File: src/rtl/pipe_ctrl_pkg.sv
// Shared types for the pipeline hazard controller.
// State encoding and the NOP word loaded by flushed registers.
package pipe_ctrl_pkg;

  typedef enum logic [1:0] {
    RUN,
    LU_STALL,
    DMEM_WAIT,
    IMEM_WAIT
  } ctrl_state_t;

  localparam logic [31:0] NOP = 32'h0000_0013;

endpackage

File: src/rtl/pipeline_hazard_ctrl_sat_counter.sv
// Saturating up-counter with synchronous clear.
// Shared by the perf counters and the wait watchdogs.
module sat_counter #(
  parameter int W = 8
) (
  input  logic         clk,
  input  logic         rst_n,
  input  logic         inc,
  input  logic         clear,
  output logic [W-1:0] cnt
);

  always_ff @(posedge clk or negedge rst_n) begin
    if (!rst_n) begin
      cnt <= '0;
    end else if (clear) begin
      cnt <= '0;
    end else if (inc && (cnt != '1)) begin
      cnt <= cnt + 1'b1;
    end
  end

endmodule

File: src/rtl/pipeline_hazard_ctrl.sv
// Stall/flush sequencer for the 5-stage pipeline.
// Turns hazard and memory-wait inputs into register enables and bubbles.
import pipe_ctrl_pkg::*;

module pipeline_hazard_ctrl #(
  parameter int CNT_W       = 32,
  parameter int MEM_TIMEOUT = 1024
) (
  input  logic             clk,
  input  logic             rst_n,
  input  logic             fwd_stall,
  input  logic             br_taken_EX,
  input  logic             imem_wait,
  input  logic             dmem_wait,
  output logic             pc_en,
  output logic             pc_redirect,
  output logic             ifid_en,
  output logic             idex_en,
  output logic             exmem_en,
  output logic             memwb_en,
  output logic             ifid_flush,
  output logic             idex_flush,
  output logic             exmem_flush,
  output logic [CNT_W-1:0] stall_cnt,
  output logic [CNT_W-1:0] flush_cnt,
  output logic             err_timeout
);

  localparam int WD_W = $clog2(MEM_TIMEOUT) + 1;
  localparam logic [WD_W-1:0] WD_LAST = WD_W'(MEM_TIMEOUT - 1);

  ctrl_state_t state, state_nxt;
  logic kill, kill_nxt;
  logic sel_dm, sel_lu, sel_br, sel_im, sel_run;
  logic accept;
  logic [WD_W-1:0] iwd, dwd;

  assign sel_dm  = dmem_wait;
  assign sel_lu  = !sel_dm && fwd_stall
                && (state != LU_STALL);
  assign sel_br  = !sel_dm && !sel_lu
                && br_taken_EX;
  assign sel_im  = !sel_dm && !sel_lu
                && !sel_br && imem_wait;
  assign sel_run = !sel_dm && !sel_lu
                && !sel_br && !sel_im;

  always_ff @(posedge clk or negedge rst_n) begin
    if (!rst_n) begin
      state <= RUN;
      kill  <= 1'b0;
    end else begin
      state <= state_nxt;
      kill  <= kill_nxt;
    end
  end

  always_comb begin
    state_nxt   = RUN;
    kill_nxt    = kill;
    accept      = 1'b0;
    pc_en       = 1'b1;
    ifid_en     = 1'b1;
    idex_en     = 1'b1;
    exmem_en    = 1'b1;
    memwb_en    = 1'b1;
    pc_redirect = 1'b0;
    ifid_flush  = 1'b0;
    idex_flush  = 1'b0;
    exmem_flush = 1'b0;
    unique case (1'b1)
      sel_dm: begin
        state_nxt = DMEM_WAIT;
        pc_en     = 1'b0;
        ifid_en   = 1'b0;
        idex_en   = 1'b0;
        exmem_en  = 1'b0;
        memwb_en  = 1'b0;
      end
      sel_lu: begin
        state_nxt   = LU_STALL;
        pc_en       = 1'b0;
        ifid_en     = 1'b0;
        idex_en     = 1'b0;
        exmem_flush = 1'b1;
      end
      sel_br: begin
        accept      = 1'b1;
        pc_redirect = 1'b1;
        ifid_flush  = 1'b1;
        idex_flush  = 1'b1;
        kill_nxt    = imem_wait;
      end
      sel_im: begin
        state_nxt  = IMEM_WAIT;
        pc_en      = 1'b0;
        ifid_en    = 1'b0;
        idex_flush = 1'b1;
      end
      sel_run: begin
        // first fetch back after a redirect is wrong-path
        if (kill) begin
          ifid_flush = 1'b1;
          kill_nxt   = 1'b0;
        end
      end
      default: ;
    endcase
    if (!rst_n) begin
      pc_en       = 1'b0;
      ifid_en     = 1'b0;
      idex_en     = 1'b0;
      exmem_en    = 1'b0;
      memwb_en    = 1'b0;
      pc_redirect = 1'b0;
      ifid_flush  = 1'b1;
      idex_flush  = 1'b1;
      exmem_flush = 1'b1;
    end
  end

  sat_counter #(.W(CNT_W)) u_stall (
    .clk   (clk),
    .rst_n (rst_n),
    .inc   (!pc_en),
    .clear (1'b0),
    .cnt   (stall_cnt)
  );

  sat_counter #(.W(CNT_W)) u_flush (
    .clk   (clk),
    .rst_n (rst_n),
    .inc   (accept),
    .clear (1'b0),
    .cnt   (flush_cnt)
  );

  sat_counter #(.W(WD_W)) u_iwd (
    .clk   (clk),
    .rst_n (rst_n),
    .inc   (imem_wait),
    .clear (!imem_wait),
    .cnt   (iwd)
  );

  sat_counter #(.W(WD_W)) u_dwd (
    .clk   (clk),
    .rst_n (rst_n),
    .inc   (dmem_wait),
    .clear (!dmem_wait),
    .cnt   (dwd)
  );

  always_ff @(posedge clk or negedge rst_n) begin
    if (!rst_n) begin
      err_timeout <= 1'b0;
    end else if ((imem_wait && (iwd >= WD_LAST))
              || (dmem_wait && (dwd >= WD_LAST))) begin
      err_timeout <= 1'b1;
    end
  end

endmodule
File: config.mk
export PLATFORM = sky130hd
export DESIGN_NAME = pipeline_hazard_ctrl
export DESIGN_NICKNAME = d
export VERILOG_FILES = /design/src/rtl/pipe_ctrl_pkg.sv /design/src/rtl/pipeline_hazard_ctrl_sat_counter.sv /design/src/rtl/pipeline_hazard_ctrl.sv
export SDC_FILE = /design/constraint.sdc
export NUM_CORES = 1
export LEC_CHECK = 0
export ABC_AREA = 1
export BUFFER_PORTS_ARGS = -buffer_cell sky130_fd_sc_hd__buf_2
export CAP_MARGIN = 20
export CORE_MARGIN = 2
export CORE_UTILIZATION = 30
export DETAILED_ROUTE_END_ITERATION = 8
export PLACE_DENSITY_LB_ADDON = 0.08
export SLEW_MARGIN = 20
export SYNTH_ARGS = -nofsm -noshare
export SYNTH_HDL_FRONTEND = slang
export SYNTH_SLANG_ARGS = --single-unit
export TNS_END_PERCENT = 20
File: constraint.sdc
create_clock -name clk -period 4.9 [get_ports clk]
set_clock_uncertainty 0.1 [all_clocks]
set_input_delay 0.49 -clock clk [delete_from_list [all_inputs] [get_ports clk]]
set_output_delay 0.49 -clock clk [all_outputs]
set_load 0.02 [all_outputs]
==> impl_metrics.tcl, run 1 <==
set metrics [dict create \
    synth_fp_nets 903 \
    met3WireLength_um 541 \
    ys_ff_latch 90 \
    p_switching_mw 0.557 \
    h-tree-depth 3 \
    cts_max_path_buffers 2 \
    ant_nets 0 \
    tightest_slew_ns 0.833 \
    crit_path_start_kind "input pin" \
    vias 5456 \
    critPathBufInv 5 \
    finalHoldViolations 0 \
    num_rows 51 \
    grt_max_degree 63 \
    path_max_fanout 33 \
    drv_slew 0 \
    syn_area_um2 5860 \
    slowest_delay_ns 0.53 \
    crit_chain "dlygate4sd3_1 -> buf_4 -> inv_2 -> nor2_1 -> nand3_2 -> inv_1 -> buf_2" \
    synth_cell_types 32 \
    wl_met2_mm 7.41 \
    post-cts-setup-buffer-count 0 \
    max_freq_mhz 357 \
    critPathSlowestCell "dlygate4sd3_1" \
    min-delay-start "err_timeout" \
    internal_power_mw 1.36 \
    dieArea_um2 20700 \
    core_area_um2 19300 \
    finalSetupViolCount 0 \
    fillers 2172 \
    synth_flop_cell "dfrtp_1" \
    layout_worst_path_cycle_share_pct 57.2 \
    cap_violations 0 \
    drtIter0Drc 290 \
    n_antenna_cell 0 \
    outcome "finished clean" \
    hold_buffers 1 \
    period_needed_ns 2.80 \
    grt_setup_unrepaired "no" \
    cp-startpoint "rst_n" \
    clkTransAtPathRegs_ns 0.07 \
    final_common_cell "nand2_1" \
    synth.top_cell.area_share_pct 38.5 \
    met1_length_mm 8.12 \
    place_congestion 0.779 \
    r2r_start "u_flush.cnt[0]" \
    cts_tree "yes" \
    clkPwrFrac_pct 40.6 \
    grt_overflow 0 \
    clk_latency_ns 0.34 \
    drc 0 \
    synth_top_cells_by_area "dfrtp_1 38%, nand2_1 26%, nor2_1 8.1%, inv_1 5.2%, nand3_1 4.9%" \
    grt_pass1_wl_mm 26.8 \
    power_density_nw_per_um2 282 \
    wl_per_cell_um 13.2 \
    arrival_ns 2.21 \
    cts_root_buf "clkbuf_16" \
    power_frac_comb_pct 14.7 \
    p_leak_nw 3.36 \
    relSlewSlack_pct 44.5 \
    critical_path_class "in -> out" \
    portBuffers 79 \
    cts_buffers 9 \
    top_layer_used "met4" \
    die_h_um 144 \
    hold_depth 2 \
    dp_cells 1224 \
    drt-vias-per-instance 4.40 \
    initial_utilization_pct 30.3 \
    fin_nets 981 \
    antenna_found_initial 0 \
    vdd_drop_max_mv 0.150 \
    finalSetupTns_ns 0 \
    swShare_pct 29.1 \
    hp-class "reg -> reg" \
    yosys_warnings 0 \
    die_x_um 144 \
    firstDrtPassIters 5 \
    hpwl_mm 12.1 \
    synth_top_area_cell "dfrtp_1" \
    worst_setup_path_end_kind "output port" \
    finalNonFillerCells 1241 \
    cp.required_ns 4.31 \
    p_seq_share_pct 44.7 \
    synth_enable_flop_cells 0 \
    routed_wl_mm 16.3 \
    crit_family "buffers and inverters" \
    cp_num_cells 7 \
    boundaryPins 80 \
    grt_usage_pct 16.5 \
    cts_sinks 90 \
    grt_pass1_vias 5138 \
    drive_gt1_share_pct 13.2 \
    netlist_instances 893 \
    async_flop_share_pct 100 \
    cts_resized 0 \
    synth_seq_area_share_pct 38.5 \
    r2r_cells 10 \
    syn_area_per_cell_um2 6.56 \
    mostFrequentLayoutCells "404 x nand2_1, 126 x nor2_1, 90 x dfrtp_1" \
    layout-area-overhead-vs-synth_pct 16.0 \
]
state kept, by name, indices dropped and copies added (netlist names):
signal / cells
err_timeout: 1
u_dwd.cnt: 11
u_stall.cnt: 32
u_flush.cnt: 32
kill: 1
u_iwd.cnt: 11
state: 2
cell families (layout without fill, tap and decap cells):
logic type / count (synthesis) / after routing / share of synthesized area [%]
AOI/OAI and AO/OA: 38 / 38 / 3.50
xor gates and xnor gates: 27 / 27 / 4.04
adders and majority gates: 4 / 4 / 0.855
and+or+nand+nor: 635 / 635 / 45.2
DFF: 90 / 90 / 38.5
buffers and inverters: 99 / 182 / 7.99
synthesized netlist by cell type, types with 3 or more instances:
library cell  count
ha_1              4
buf_6             9
nor2_2            3
nand2_1         404
dfrtp_1          90
xnor2_1          15
nor2_1          126
nand4_1          13
xor2_1           12
a21oi_1          10
o21ai_0          19
nand2_2          15
nor3_1            3
nand2_4           3
inv_1            81
nor2_4            5
nand3_1          57
routing by layer:
metal / up-vias / GRT usage (%)
met5: - / 0
met4: 0 / 5.11
met3: 14 / 2.33
met2: 81 / 26.6
met1: 2445 / 22.8
li1: 2916 / -
worst register-to-register path, stage by stage, from the launching register on:
cell	delay, ns
dfrtp_1	0.51
ha_1	0.26
inv_1	0.08
nor2_4	0.23
nand2_4	0.10
nor2_4	0.15
nand2_4	0.10
nand2_8	0.21
inv_6	0.16
nand2_1	0.12
nand2_1	0.05
path summary, 6_finish.rpt:
path	endpoint	slack, ns
min in group asynchronous	u_dwd.cnt[1]	0.53
worst min register to register	err_timeout	0.40
max in group asynchronous	u_flush.cnt[25]	2.97
worst min-delay path	err_timeout	0.40
worst max register to register	u_flush.cnt[29]	2.73
worst max-delay path	pc_en	2.10
power groups by stage:
stage	sequential (mW)	combinational, mW	clock, mW
finish	0.856	0.282	0.777
global route	0.865	0.316	0.844
CTS	0.857	0.288	0.815
detailed placement	0.871	0.287	0
global placement	0.871	0.286	0
floorplan	0.904	0.154	0
area by class of cell:
class                      instances  area [um^2]  share of cell area (%)
timing repair buffer              81          415                    6.11
sequential                        90         2250                    33.1
multi-input combinational        704         3140                    46.2
clock inverter                     4         73.8                    1.09
inverter                          85          329                    4.84
clock buffer                      12          256                    3.77
tap                              265          332                    4.88
metrics by stage:
| stage | utilization [%] | power [mW] | worst slack [ns] | hold slack [ns] | cell area, um^2 |
|---|---|---|---|---|---|
| 3_5_place_dp | 33.4 | 1.16 | 2.58 | 0.368 | 6450 |
| 6_report | 35.1 | 1.92 | 2.10 | 0.397 | 6800 |
| 4_1_cts | 35.1 | 1.96 | 2.04 | 0.392 | 6800 |
| 5_1_grt | 35.1 | 2.03 | 1.85 | 0.412 | 6800 |
| 2_1_floorplan | - | 1.06 | 2.74 | 0.0944 | 5860 |
| 3_3_place_gp | 33.4 | 1.16 | 2.60 | 0.367 | 6450 |
Note: power is estimated with default switching activity, not from simulation.
==> inputs of run 2 (changes only) <==
--- a/config.mk
+++ b/config.mk
@@ -5,7 +5,7 @@
 export SDC_FILE = /design/constraint.sdc
 export NUM_CORES = 1
 export LEC_CHECK = 0
-export ABC_AREA = 1
+export ABC_AREA = 0
 export BUFFER_PORTS_ARGS = -buffer_cell sky130_fd_sc_hd__buf_2
 export CAP_MARGIN = 20
 export CORE_MARGIN = 2
==> constraint.sdc (replaced) <==
create_clock -name clk -period 2.86 [get_ports clk]
set_clock_uncertainty 0.1 [all_clocks]
set_input_delay 0.286 -clock clk [delete_from_list [all_inputs] [get_ports clk]]
set_output_delay 0.286 -clock clk [all_outputs]
set_load 0.02 [all_outputs]
==> run 2 against run 1 <==
  * Power increased by 82%
  * Non-clock buffer count grew 9
  * Die area decreased by 22%
  * Core utilization rose by 2.5 points
  * Synthesized cell count decreased by 49%
  * Largest power group unchanged
==> impl_metrics.tcl, run 2 <==
set metrics [dict create \
    outcome "finished clean" \
    fin_nets 553 \
    grt_setup_unrepaired "no" \
    hold_depth 3 \
    synth_compound_area_share_pct 3.80 \
    drtIter0Drc 255 \
    layout_worst_path_cycle_share_pct 85.4 \
    vias 3678 \
    yosys_warnings 0 \
    place_congestion 0.798 \
    fillers 1514 \
    r2r_start "u_stall.cnt[0]" \
    hpwl_mm 8.05 \
    cts_tree "yes" \
    post-cts-setup-buffer-count 0 \
    timing.rr.end "u_stall.cnt[6]" \
    cts_buffers 9 \
    core_area_um2 14600 \
    netlist_instances 456 \
    synth-xor-area-share_pct 13.5 \
    grt_usage_pct 15.0 \
    cts_sinks 90 \
    hp-class "in -> reg" \
    crit_path_start_kind "register" \
    tightest_slew_ns 0.928 \
    synth_seq_area_share_pct 49.6 \
    cts_root_buf "clkbuf_16" \
    worst_setup_path_end_kind "register" \
    ys_top_cells_by_count "90 x dfrtp_1, 43 x xor2_1, 41 x nand2_1, 35 x nand4_1, 35 x nor2_1" \
    drv_slew 0 \
    synth_top_cells_by_area "dfrtp_1 50%, xor2_1 8.3%, xnor2_1 5.2%, nand4_1 4.8%, nand2_1 3.4%" \
    yosys.cell_count.top_type "dfrtp_1" \
    boundaryPins 80 \
    synth_top_family_by_area "simple AND/OR/NAND/NOR gates" \
    firstDrtPassIters 4 \
    synth.top_cell.area_share_pct 49.6 \
    die_h_um 127 \
    wl_per_cell_um 15.6 \
    cts_max_path_buffers 2 \
    r2r_slack_ns 0.42 \
    clkTransAtPathRegs_ns 0.06 \
    r2r_cells 6 \
    finalSetupTns_ns 0 \
    period_needed_ns 2.44 \
    vdd_drop_max_mv 0.481 \
    reg_top3 "u_flush.cnt: 32 flops, u_stall.cnt: 32 flops" \
    grt_pass1_vias 3668 \
    async_flop_share_pct 100 \
    synth_flop_cell "dfrtp_1" \
    max_freq_mhz 409 \
    relSlewSlack_pct 38.1 \
    synth_cell_types 43 \
    path_max_fanout 15 \
    synthSimpleGateAreaFrac_pct 27.8 \
    critical_path_class "reg -> reg" \
    power_density_nw_per_um2 633 \
    n_antenna_cell 0 \
    routed_wl_mm 11.4 \
    die_x_um 127 \
    synth_enable_flop_cells 0 \
    dieArea_um2 16100 \
    syn_area_um2 4540 \
    mostFrequentLayoutCells "90 x dfrtp_1, 78 x buf_2, 43 x xor2_1" \
    finalHoldViolations 0 \
    drt-vias-per-instance 5.02 \
    grt_max_degree 71 \
    grt_pass1_wl_mm 19.3 \
    h-tree-depth 3 \
    cts_resized 0 \
    drive_gt1_share_pct 21.0 \
    layout-area-overhead-vs-synth_pct 21.2 \
    finalSetupViolCount 0 \
    p_leak_nw 2.65 \
    cap_violations 0 \
    synth_fp_nets 466 \
    final_common_cell "dfrtp_1" \
    timing.hold.ws_ns 0.144 \
    synth_top_area_cell "dfrtp_1" \
    syn_area_per_cell_um2 9.97 \
    min-delay-start "imem_wait" \
    clk_latency_ns 0.34 \
    portBuffers 79 \
    ys_ff_latch 90 \
    antenna_found_initial 0 \
    min_to "u_iwd.cnt[2]" \
    arrival_ns 2.56 \
    cp.required_ns 2.98 \
    initial_utilization_pct 31.0 \
    synth_mux_area_share_pct 1.87 \
    grt_overflow 0 \
    drc 0 \
    ant_nets 0 \
    num_rows 44 \
    yosys.area_share.adder_pct 1.10 \
]
## run 2: cell types whose count changed after synthesis, moves of 22 or more
cell	previous run	this run
inv_1	81	10
nor2_1	126	35
nand4_1	13	35
nand3_1	57	27
nand2_1	404	41
xor2_1	12	43
## run 2: where the power goes
part	internal, mW	total (mW)	leakage (nW)	switching [mW]
sequential	1.40	1.58	1.18	0.180
clock	0.774	1.25	0.156	0.479
combinational	0.238	0.651	1.31	0.413
total	2.41	3.49	2.65	1.07
## run 2: logic make-up after synthesis
logic type	count (synthesis)
mux	8
buf+inv	25
compound gates	29
xor+xnor	70
fa+ha+maj	4
flops	90
simple gates	230
## run 2: layout make-up
class / instances / area (um^2) / area share (%)
Tap cell: 184 / 230 / 4.18
Inverter: 11 / 41.3 / 0.750
Timing Repair Buffer: 90 / 483 / 8.77
Multi-Input combinational cell: 341 / 2180 / 39.6
Clock inverter: 1 / 30.0 / 0.545
Sequential cell: 90 / 2250 / 40.9
Clock buffer: 15 / 288 / 5.22
## run 2: worst max-delay path by stage
stage                   startpoint  slack, ns              end  cells after the start
finish              u_stall.cnt[0]       0.42   u_stall.cnt[6]                      6
global route        u_stall.cnt[0]       0.23   u_stall.cnt[4]                      6
CTS                 u_stall.cnt[0]       0.42   u_stall.cnt[6]                      6
detailed placement  u_stall.cnt[0]       0.42   u_stall.cnt[6]                      6
global placement    u_stall.cnt[0]       0.46   u_stall.cnt[6]                      6
floorplan           u_flush.cnt[0]       0.48  u_flush.cnt[30]                      6
## run 2: routing by layer
metal | vias up | routed length [um] | track usage, %
met2 | 86 | 5140 | 22.5
met3 | 7 | 572 | 4.52
met5 | - | 0 | 0
met1 | 1774 | 5560 | 21.0
met4 | 0 | 117 | 4.07
li1 | 1811 | - | -
## run 2: repair_timing
item                                    in CTS  in global routing
hold buffers                                 1                  0
hold endpoints to repair                    20                  0
endpoints found under the setup margin       0                  0
## run 2: worst max-delay path, cell delays in order, from the launching register on
cell     delay, ns
dfrtp_1       0.44
ha_1          0.34
nand3_1       0.14
nor4_2        0.06
and3_1        0.40
or4b_2        0.69
xnor2_1       0.14
## run 2: through the flow
step	utilization (%)	total power [mW]	area (um^2)	cells	worst slack [ns]
2_1_floorplan	-	2.00	4540	456	0.481
3_3_place_gp	35.4	2.26	5180	715	0.458
3_5_place_dp	35.4	2.27	5180	715	0.423
4_1_cts	37.6	3.55	5510	732	0.416
5_1_grt	37.6	3.71	5510	732	0.235
6_report	37.6	3.49	5510	732	0.417
==> inputs of run 3 (changes only) <==
--- a/config.mk
+++ b/config.mk
@@ -6,7 +6,7 @@
 export NUM_CORES = 1
 export LEC_CHECK = 0
 export ABC_AREA = 0
-export BUFFER_PORTS_ARGS = -buffer_cell sky130_fd_sc_hd__buf_2
+export BUFFER_PORTS_ARGS = -buffer_cell sky130_fd_sc_hd__buf_4
 export CAP_MARGIN = 20
 export CORE_MARGIN = 2
 export CORE_UTILIZATION = 30
==> run 3 against run 2 <==
  * Maximum frequency up 0.16%
  * Critical path depth unchanged
  * Sequential power about the same
  * Global-route usage down 0.31 points
  * Largest power group unchanged
  * Die area unchanged
  * Worst hold slack worse by 0.063 ns
  * Via count up 1.4%
  * Routed wire length up 0.29%
  * Design area up 2.9%
  * Cell count unchanged
==> impl_metrics.tcl, run 3 (synthesis gave the netlist of run 2 again) <==
set metrics [dict create \
    outcome "finished clean" \
    grt_usage_pct 14.7 \
    final_common_cell "dfrtp_1" \
    grt_pass1_vias 3651 \
    cp.required_ns 2.98 \
    finalSetupTns_ns 0 \
    die_x_um 127 \
    hp-class "in -> reg" \
    min_to "state[0]" \
    routed_wl_mm 11.4 \
    mostFrequentLayoutCells "90 x dfrtp_1, 89 x buf_4, 43 x xor2_1" \
    dp_cells 715 \
    max_freq_mhz 410 \
    fin_nets 553 \
    critPathBufInv 0 \
    antenna_found_initial 0 \
    ant_nets 0 \
    hpwl_mm 8.06 \
    hold_depth 2 \
    finalSetupViolCount 0 \
    clkTransAtPathRegs_ns 0.06 \
    path_max_fanout 15 \
    tightest_slew_ns 0.865 \
    crit_chain "ha_1 -> nand3_1 -> nor4_2 -> and3_1 -> or4b_2 -> xnor2_1" \
    portBuffers 79 \
    drv_slew 0 \
    cts_sinks 90 \
    arrival_ns 2.56 \
    layout_worst_path_cycle_share_pct 85.3 \
    initial_utilization_pct 31.0 \
    relSlewSlack_pct 42.3 \
    place_congestion 0.780 \
    fillers 1466 \
    num_rows 44 \
    n_antenna_cell 0 \
    drc 0 \
    p_leak_nw 2.66 \
    power_mw 3.46 \
    grt_overflow 0 \
    finalNonFillerCells 732 \
    vias 3729 \
    cap_violations 0 \
    multiInputGateArea_um2 2180 \
    dieArea_um2 16100 \
    cts_buffers 9 \
    layout-area-overhead-vs-synth_pct 24.8 \
    crit_path_start_kind "register" \
    power_density_nw_per_um2 610 \
    finish.utilization_pct 38.7 \
    r2r_cells 6 \
    crit_family "simple AND/OR/NAND/NOR gates" \
    drtIter0Drc 194 \
    firstDrtPassIters 4 \
    finalHoldViolations 0 \
    die_h_um 127 \
    drt-vias-per-instance 5.09 \
    grt_pass1_wl_mm 18.9 \
    critical_path_class "reg -> reg" \
    wl_per_cell_um 15.6 \
    h-tree-depth 3 \
    cts_root_buf "clkbuf_16" \
    core_area_um2 14600 \
    slowest_delay_ns 0.70 \
    post-cts-setup-buffer-count 0 \
    r2r_start "u_stall.cnt[0]" \
    vdd_drop_max_mv 0.308 \
    clk_latency_ns 0.34 \
    cts_max_path_buffers 2 \
    worst_setup_path_end_kind "register" \
    min-delay-start "dmem_wait" \
    boundaryPins 80 \
    seqCellArea_um2 2250 \
    period_needed_ns 2.44 \
    r2r_slack_ns 0.42 \
    grt_max_degree 66 \
    reg_top3 "u_flush.cnt: 32 flops, u_stall.cnt: 32 flops" \
    drive_gt1_share_pct 21.0 \
    cts_tree "yes" \
    critPathSlowestCell "or4b_2" \
    grt_setup_unrepaired "no" \
    timing.rr.end "u_stall.cnt[6]" \
]
## run 3: what timing repair did
| item | in CTS | in global routing |
|---|---|---|
| resized for setup | 0 | 0 |
| hold endpoints to repair | 25 | 0 |
| hold buffers | 1 | 0 |
| endpoints found under the setup margin | 0 | 0 |
## run 3: stage by stage
| stage | cell area, um^2 | hold WS, ns | worst slack (ns) |
|---|---|---|---|
| 2_1_floorplan | 4540 | -0.110 | 0.481 |
| 5_1_grt | 5670 | 0.0882 | 0.234 |
| 3_5_place_dp | 5380 | 0.227 | 0.425 |
| 4_1_cts | 5670 | 0.0797 | 0.407 |
| 6_report | 5670 | 0.0812 | 0.421 |
| 3_3_place_gp | 5380 | 0.229 | 0.448 |
## run 3: routing by layer
layer	part of all wire [%]	vias to the layer above	track usage, %
met5	0	-	0
met4	1.8	0	5.69
met3	5.2	13	3.10
met2	44	117	22.1
met1	49	1781	20.7
li1	-	1818	-
## run 3: how the worst max path moves through the flow
stage / startpoint / end / slack, ns / cells past startpoint
after floorplan: u_flush.cnt[0] / u_flush.cnt[30] / 0.48 / 6
after global placement: u_stall.cnt[0] / u_stall.cnt[6] / 0.45 / 6
after detailed placement: u_stall.cnt[0] / u_stall.cnt[6] / 0.42 / 6
after CTS: u_stall.cnt[0] / u_stall.cnt[6] / 0.41 / 6
after global routing: u_flush.cnt[0] / u_flush.cnt[30] / 0.23 / 6
final: u_stall.cnt[0] / u_stall.cnt[6] / 0.42 / 6
## run 3: layout make-up
class | instances | share of cell area [%]
multi-input cells | 341 | 38.5
clock buffers | 14 | 4.83
repair buffers | 90 | 12.0
well taps | 184 | 4.06
inverters | 11 | 0.728
flip-flops and latches | 90 | 39.7
clock inverters | 2 | 0.177
## run 3: power breakdown
group	leakage, nW	internal, mW	switching (mW)	total [mW]
combinational	1.34	0.306	0.414	0.720
sequential	1.18	1.40	0.189	1.59
clock	0.143	0.659	0.490	1.15
total	2.66	2.37	1.09	3.46
